## config.mk

```make
export PLATFORM = sky130hd
export DESIGN_NAME = uart_rx_fifo
export DESIGN_NICKNAME = d
export VERILOG_FILES = /design/src/rtl/uart_rx_fifo.sv
export SDC_FILE = /design/constraint.sdc
export NUM_CORES = 1
export LEC_CHECK = 0
export CAP_MARGIN = 15
export CORE_ASPECT_RATIO = 0.6
export CORE_MARGIN = 3
export CORE_UTILIZATION = 54
export DETAILED_ROUTE_END_ITERATION = 7
export GPL_ROUTABILITY_DRIVEN = 0
export PLACE_DENSITY = 0.75
export SLEW_MARGIN = 10
export SYNTH_ARGS = -nofsm -noshare
export SYNTH_HDL_FRONTEND = slang
export SYNTH_SLANG_ARGS = --single-unit
```

## constraint.sdc

```tcl
create_clock -name clk -period 2.6 [get_ports clk]
set_input_delay 0.26 -clock clk [delete_from_list [all_inputs] [get_ports clk]]
set_output_delay 0.26 -clock clk [all_outputs]
set_load 0.005 [all_outputs]
```

## src/rtl/uart_rx_fifo.sv

```systemverilog
// uart_rx_fifo: first-word fall-through byte FIFO behind a UART receiver, sticky overflow on drop.
// Optional registered almost_full output (count >= HWM) when UART_RX_FIFO_HWM_EN is defined.
module uart_rx_fifo #(
    parameter int DEPTH = 16,
    parameter int AW = 4,
    parameter int HWM = 12
) (
    input  logic          clk,
    input  logic          rst_n,
    input  logic [7:0]    in_data,
    input  logic          in_rdy,
    output logic [7:0]    out_data,
    output logic          out_valid,
    input  logic          out_ready,
    output logic [AW:0]   count,
    output logic          overflow,
`ifdef UART_RX_FIFO_HWM_EN
    output logic          almost_full,
`endif
    input  logic          ovf_clr
);
    localparam logic [AW:0] FULL = (AW+1)'(DEPTH);
    logic [7:0]    mem [DEPTH];
    logic [AW-1:0] rd_ptr, wr_ptr;
    logic          pop, push, drop;
    logic [AW:0]   count_nxt;
    assign out_valid = count != '0;
    assign out_data  = mem[rd_ptr];
    assign pop       = out_valid & out_ready;
    // a full FIFO still accepts a byte when the head leaves in the same cycle
    assign push      = in_rdy & ((count != FULL) | pop);
    assign drop      = in_rdy & ~push;
    assign count_nxt = (push & ~pop) ? count + 1'b1 : (pop & ~push) ? count - 1'b1 : count;
    // storage array, contents need no reset
    always_ff @(posedge clk)
        if (push) mem[wr_ptr] <= in_data;
    // pointers, occupancy and sticky overflow; a drop beats a simultaneous clear
    always_ff @(posedge clk or negedge rst_n)
        if (!rst_n) begin
            rd_ptr   <= '0;
            wr_ptr   <= '0;
            count    <= '0;
            overflow <= 1'b0;
        end else begin
            if (push) wr_ptr <= wr_ptr + 1'b1;
            if (pop) rd_ptr <= rd_ptr + 1'b1;
            count    <= count_nxt;
            overflow <= drop | (overflow & ~ovf_clr);
        end
`ifdef UART_RX_FIFO_HWM_EN
    localparam logic [AW:0] HWM_C = (AW+1)'(HWM);
    // almost_full tracks the occupancy that will hold after this edge
    always_ff @(posedge clk or negedge rst_n)
        if (!rst_n) almost_full <= 1'b0;
        else almost_full <= count_nxt >= HWM_C;
`endif
endmodule

```

Word level (Yosys, flattened, before mapping)
Memory sizes are Yosys's and may differ from the RTL's.
Cells that the tools add are included.
{"block": "totals", "in_bits": 13, "output_inout_bits": 15, "mem_count": 1, "mem_bits_rw": 128, "word_cells": 27, "reg_bits": 14}
{"block": "classes", "n_eq_ne": 1, "addsub": 4, "n_mux": 4, "n_reduce_logical": 2, "bitwise": 11}
{"name": "mem", "depth": 16, "width": 8, "rd": 1, "rd_clocked_by_memory_dff": 0, "wr": 1, "line_no": "23", "source": "logic [7:0] mem [DEPTH];"}
{"op": "5-bit 2-to-1 mux", "count": 2}
{"op": "4-bit by 1-bit adder with 4-bit output, second input constant", "count": 2}
{"op": "1-bit bitwise AND", "count": 6}
{"op": "5-bit by 1-bit adder with 5-bit output, second input constant", "count": 1}
{"op": "5-bit inequality test, second input constant", "count": 1}
{"op": "5-bit nonzero test", "count": 1}
{"op": "5-bit by 1-bit subtractor with 5-bit output, second input constant", "count": 1}
{"op": "1-bit NOT", "count": 3}
{"op": "1-bit 2-to-1 mux", "count": 2}
{"op": "1-bit bitwise OR", "count": 2}
{"op": "2-bit nonzero test", "count": 1}

Logic depth before layout (Yosys ltp)
{"block": "depth", "ltp_word": 8, "depth_mapped": 10, "depth_no_buf": 10}

Worst setup path before layout
Ideal clock, no wire load.
{"block": "synth_path", "path_kind": "flip-flop to flip-flop", "start": "reg count[0]", "end": "reg count[4]", "setup_time_ns": 0.080, "arrival_ns": 2.622, "stages_incl_launch_ff": 11, "synth_period_minus_slack_ns": 2.702, "slack_ns": -0.102, "t_required_ns": 2.520, "path_buffers": 0, "cell_sequence": "dfrtp_1 -> or4_4 -> o21a_4 -> inv_1 -> ha_1 -> inv_1 -> fa_1 -> a21o_1 -> a21oi_1 -> mux2i_1 -> xnor2_1"}
{"block": "synth_via", "elab_chain_len": 7, "elab_cells_between_ends": 14, "cone_classes": "2 x add/sub; 1 x eq/ne; 2 x mux; 7 x bitwise; 2 x reduce/logical"}
{"item": "from (decl)", "line_no": "15", "source": "output logic [AW:0] count,"}
{"item": "from (signal assigned)", "line_no": "47", "source": "count <= count_nxt;"}
{"item": "5-bit nonzero test", "line_no": "27", "source": "assign out_valid = count != '0;"}
{"item": "1-bit bitwise AND", "line_no": "29", "source": "assign pop = out_valid & out_ready;"}
{"item": "1-bit bitwise OR", "line_no": "31", "source": "assign push = in_rdy & ((count != FULL) | pop);"}
{"item": "1-bit bitwise AND", "line_no": "31"}
{"item": "1-bit NOT", "line_no": "33", "source": "assign count_nxt = (push & ~pop) ? count + 1'b1 : (pop & ~push) ? count - 1'b1 : count;"}
{"item": "1-bit bitwise AND", "line_no": "33"}
{"item": "2-bit nonzero test (no line)"}
Several ways; a longest one is shown, not always the timed one. The select of a mux whose other input is x is not followed.
A chain may end at the register's enable or synchronous reset.

Worst setup path in the final report
{"block": "layout_path", "start": "reg rd_ptr[0]", "end": "out out_data[1]"}
{"block": "layout_via", "elab_chain_len": 1}
{"item": "from (decl)", "line_no": "24", "source": "logic [AW-1:0] rd_ptr, wr_ptr;"}
{"item": "from (signal assigned)", "line_no": "46", "source": "if (pop) rd_ptr <= rd_ptr + 1'b1;"}
{"item": "memory 16 x 8 bit"}
{"item": "to (decl)", "line_no": "12", "source": "output logic [7:0] out_data,"}
Every way passes these cells.

==> results.md <==
* Core Util, Final at slightly above 70%
* Post-synthesis cell count at 325
* WP data arrival at 2.34 ns
* Leak at 0.002681 uW
* Slew HR at 54.58%
* Result of the run: finished, violations left
* # setup viols final at 1
* Fin nets at between 400 and 500
* Mapped Nets at 348
* TritonCTS clock tree: yes
* Post-route setup TNS at -0.003748 ns
* Pin count of the biggest net entering global routing at 21
* Synthesis Warnings at 0
* DRT met1 WL at 5.414 mm
* Worst reg2reg path depth at 10
* Initial antenna violation count at 0
* P&R area growth vs syn at 27.61%
* Max IR drop VDD at 0.0007035 V
* Vias at 3,170
* Worst setup path class: reg2out
* Initial Util at 57.01%
* Hold-fix buffers, CTS at 0
* Slowest stage delay, CP at 0.50 ns
* Buf+Inv Stages, Crit Path at 2
* Post-Layout Cell Count at between 500 and 600
* Slew of the pin with the lowest slew margin at 0.6792 ns
* Number of routed nets with antenna violations at 0
* Unique masters post-synth at 36
* Placed insts at 506
* Fmax at 384.1 MHz
* Main synth FF type: edfxtp_1
* CP endpoint: out_data[1]
* Delay-heaviest family, CP: buffers and inverters
* Grt total ovfl at 0
* Clock sink count at about 140
* Antenna cell count at 0
* Fin. Hold Viols at 0
* HPWL after detailed placement at 7.663 mm
* Worst EP required at roughly 2.3 ns
* Clock-pin slew on the worst setup and hold paths at 0.06 ns
* Met2 wire len at between 5 and 6 mm
* RR Startpoint: count[2]$_DFFE_PN0P_
* Fin crit period at 2.604 ns
* Clk buf depth at 2
* Met3 WL at 1.092 mm
* Routed length per placed instance at approximately 23 um
* Die Span Y at 86.22 um
* Core area at roughly 10,000 sq um
* Period utilisation layout at 100.1%
* Hold Crit Class: in2async
* Crit-path max FO at 13
* Crit. End Element: primary output
* EDFF count, synth at between 100 and 150
* Slowest stage cell, crit path: clkdlybuf4s50_1
* # DRC at 0
* Layout cells sized above 1 at 32.13%
* Min Hold Slack at 0.2456 ns
* Fillers at 592
* Max-slew violations at 0
* First-pass GRT wire length at 19.17 mm
* RSZ-0062 raised after global routing: true
* Inserted Clock Buffers at 17
* DIE WIDTH at 139.7 um
* Worst-Skew Late Latency at 0.41 ns
* Failing checks: setup timing
* Flops & latches, synth at 142
* PortBufs at 27
* Critical path cell sequence: buf_6 > mux2i_1 > a221oi_2 > o21ai_0 > nand2_1 > clkdlybuf4s50_1
* Clk root buf: clkbuf_16
* H-tree levels at 4
* Crit path launch: rd_ptr[0]$_DFFE_PN0P_
* Via/cell ratio at 5.774
* Final worst slack at -0.003748 ns
* # rows at 28
* Avg Cell Area, Syn at 17.82 sq um
* Top routing layer in use: met4
* Share of flip-flops with an asynchronous set or reset at 9.859%
* Number of placed I/O pins at 28
* CP Launch Type: flip-flop
* Commonest non-fill, non-tap cells in the layout: 128 x edfxtp_1, 39 x buf_4, 31 x mux2i_1
* Clock Skew at 0.009524 ns
* Final WL at ~12 mm
* Mapped cell area at 5792 sq um
* Reg-to-Reg End: count[4]$_DFFE_PN0P_
* Die ar. at between 10,000 and 15,000 sq um
* Vias in the first global route at 3,233
* CP Depth at 6
* DR pass1 iterations at 5
* Commonest non-fill, non-tap cell in the layout: edfxtp_1
* PD cells at 1203 nW/um^2
* Tot GR Track Use at ~22%
* Max Cap Viol at 0
* R2r setup slk at -0.004 ns
* Seq/Total Area, Yosys at between 70% and 80%
* Initial drt markers at 251
==> per-stage QoR <==
stage                     worst slack, ns  cell area, sq um  power [uW]
after detailed placement         -0.04494              6471        5942
after global placement            0.02203              6471        5859
final                           -0.003748              7391        8890
after CTS                        -0.05342              7288        8815
after global routing              -0.1036              7391        9321
after floorplan                   0.01606              5798        4640
==> flip-flops by register name (all words and copies together), names as in the netlist <==
name	cells
count	5
mem	128
rd_ptr	4
wr_ptr	4
overflow	1
==> layer usage <==
metal / GRT usage (%) / vias to the layer above
li1: - / 1447
met1: 32.35 / 1599
met2: 32.32 / 112
met3: 6.615 / 12
met4: 8.443 / 0
met5: 0 / -
==> what timing repair did <==
item / 4_1_cts / 5_1_grt
pin swaps: 11 / 11
cloned: 0 / 0
setup buffers: 3 / 8
endpoints found under the setup margin: 9 / 8
resized for setup: 29 / 12
==> synthesized netlist by cell type (4+ instances only) <==
| master | instances | area [sq um] |
|---|---|---|
| mux4_2 | 16 | 360.4 |
| mux2i_1 | 33 | 330.3 |
| inv_1 | 11 | 41.29 |
| dfrtp_1 | 14 | 350.3 |
| a221oi_1 | 16 | 140.1 |
| nand2_1 | 13 | 48.80 |
| clkbuf_1 | 5 | 18.77 |
| and2_1 | 5 | 31.28 |
| xnor2_1 | 8 | 70.07 |
| edfxtp_1 | 128 | 3844 |
| o21ai_0 | 11 | 55.05 |
| buf_2 | 11 | 55.05 |
| a22oi_1 | 8 | 60.06 |
| ha_1 | 9 | 112.6 |
| nor4_1 | 4 | 25.02 |
| nor2_1 | 10 | 37.54 |
==> area by class of cell <==
cell class                 instances  area (sq um)  share of cell area, %
multi-input combinational        154          1640                  22.19
sequential                       142          4195                  56.76
timing repair buffer              74         695.7                  9.413
inverter                          12         55.05                 0.7449
tap                              135         168.9                  2.285
clock inverter                    15         210.2                  2.844
clock buffer                      17         425.4                  5.756
==> power breakdown <==
| part | internal, uW | switching [uW] | total (uW) |
|---|---|---|---|
| combinational | 1660 | 1660 | 3310 |
| clock | 1620 | 965 | 2580 |
| sequential | 2810 | 179 | 2990 |
==> cell families after synthesis <==
logic type               synth area share, %
AO/OA/AOI/OAI                          5.552
XOR/XNOR                               1.512
adder cells (fa/ha/maj)                2.290
buffers and inverters                  2.225
flip-flops                             72.41
multiplexers                           12.38
AND/OR/NAND/NOR                        3.630
==> worst min-delay path by stage <==
| stage | cells past startpoint | slack, ns | end |
|---|---|---|---|
| after floorplan | 0 | -0.04 | count[0]$_DFFE_PN0P_ |
| after global placement | 1 | 0.51 | rd_ptr[2]$_DFFE_PN0P_ |
| after detailed placement | 1 | 0.53 | rd_ptr[2]$_DFFE_PN0P_ |
| after CTS | 1 | 0.27 | count[4]$_DFFE_PN0P_ |
| after global routing | 1 | 0.30 | count[4]$_DFFE_PN0P_ |
| final | 1 | 0.25 | overflow$_DFF_PN0_ |
Note: power is estimated with default switching activity, not from simulation.
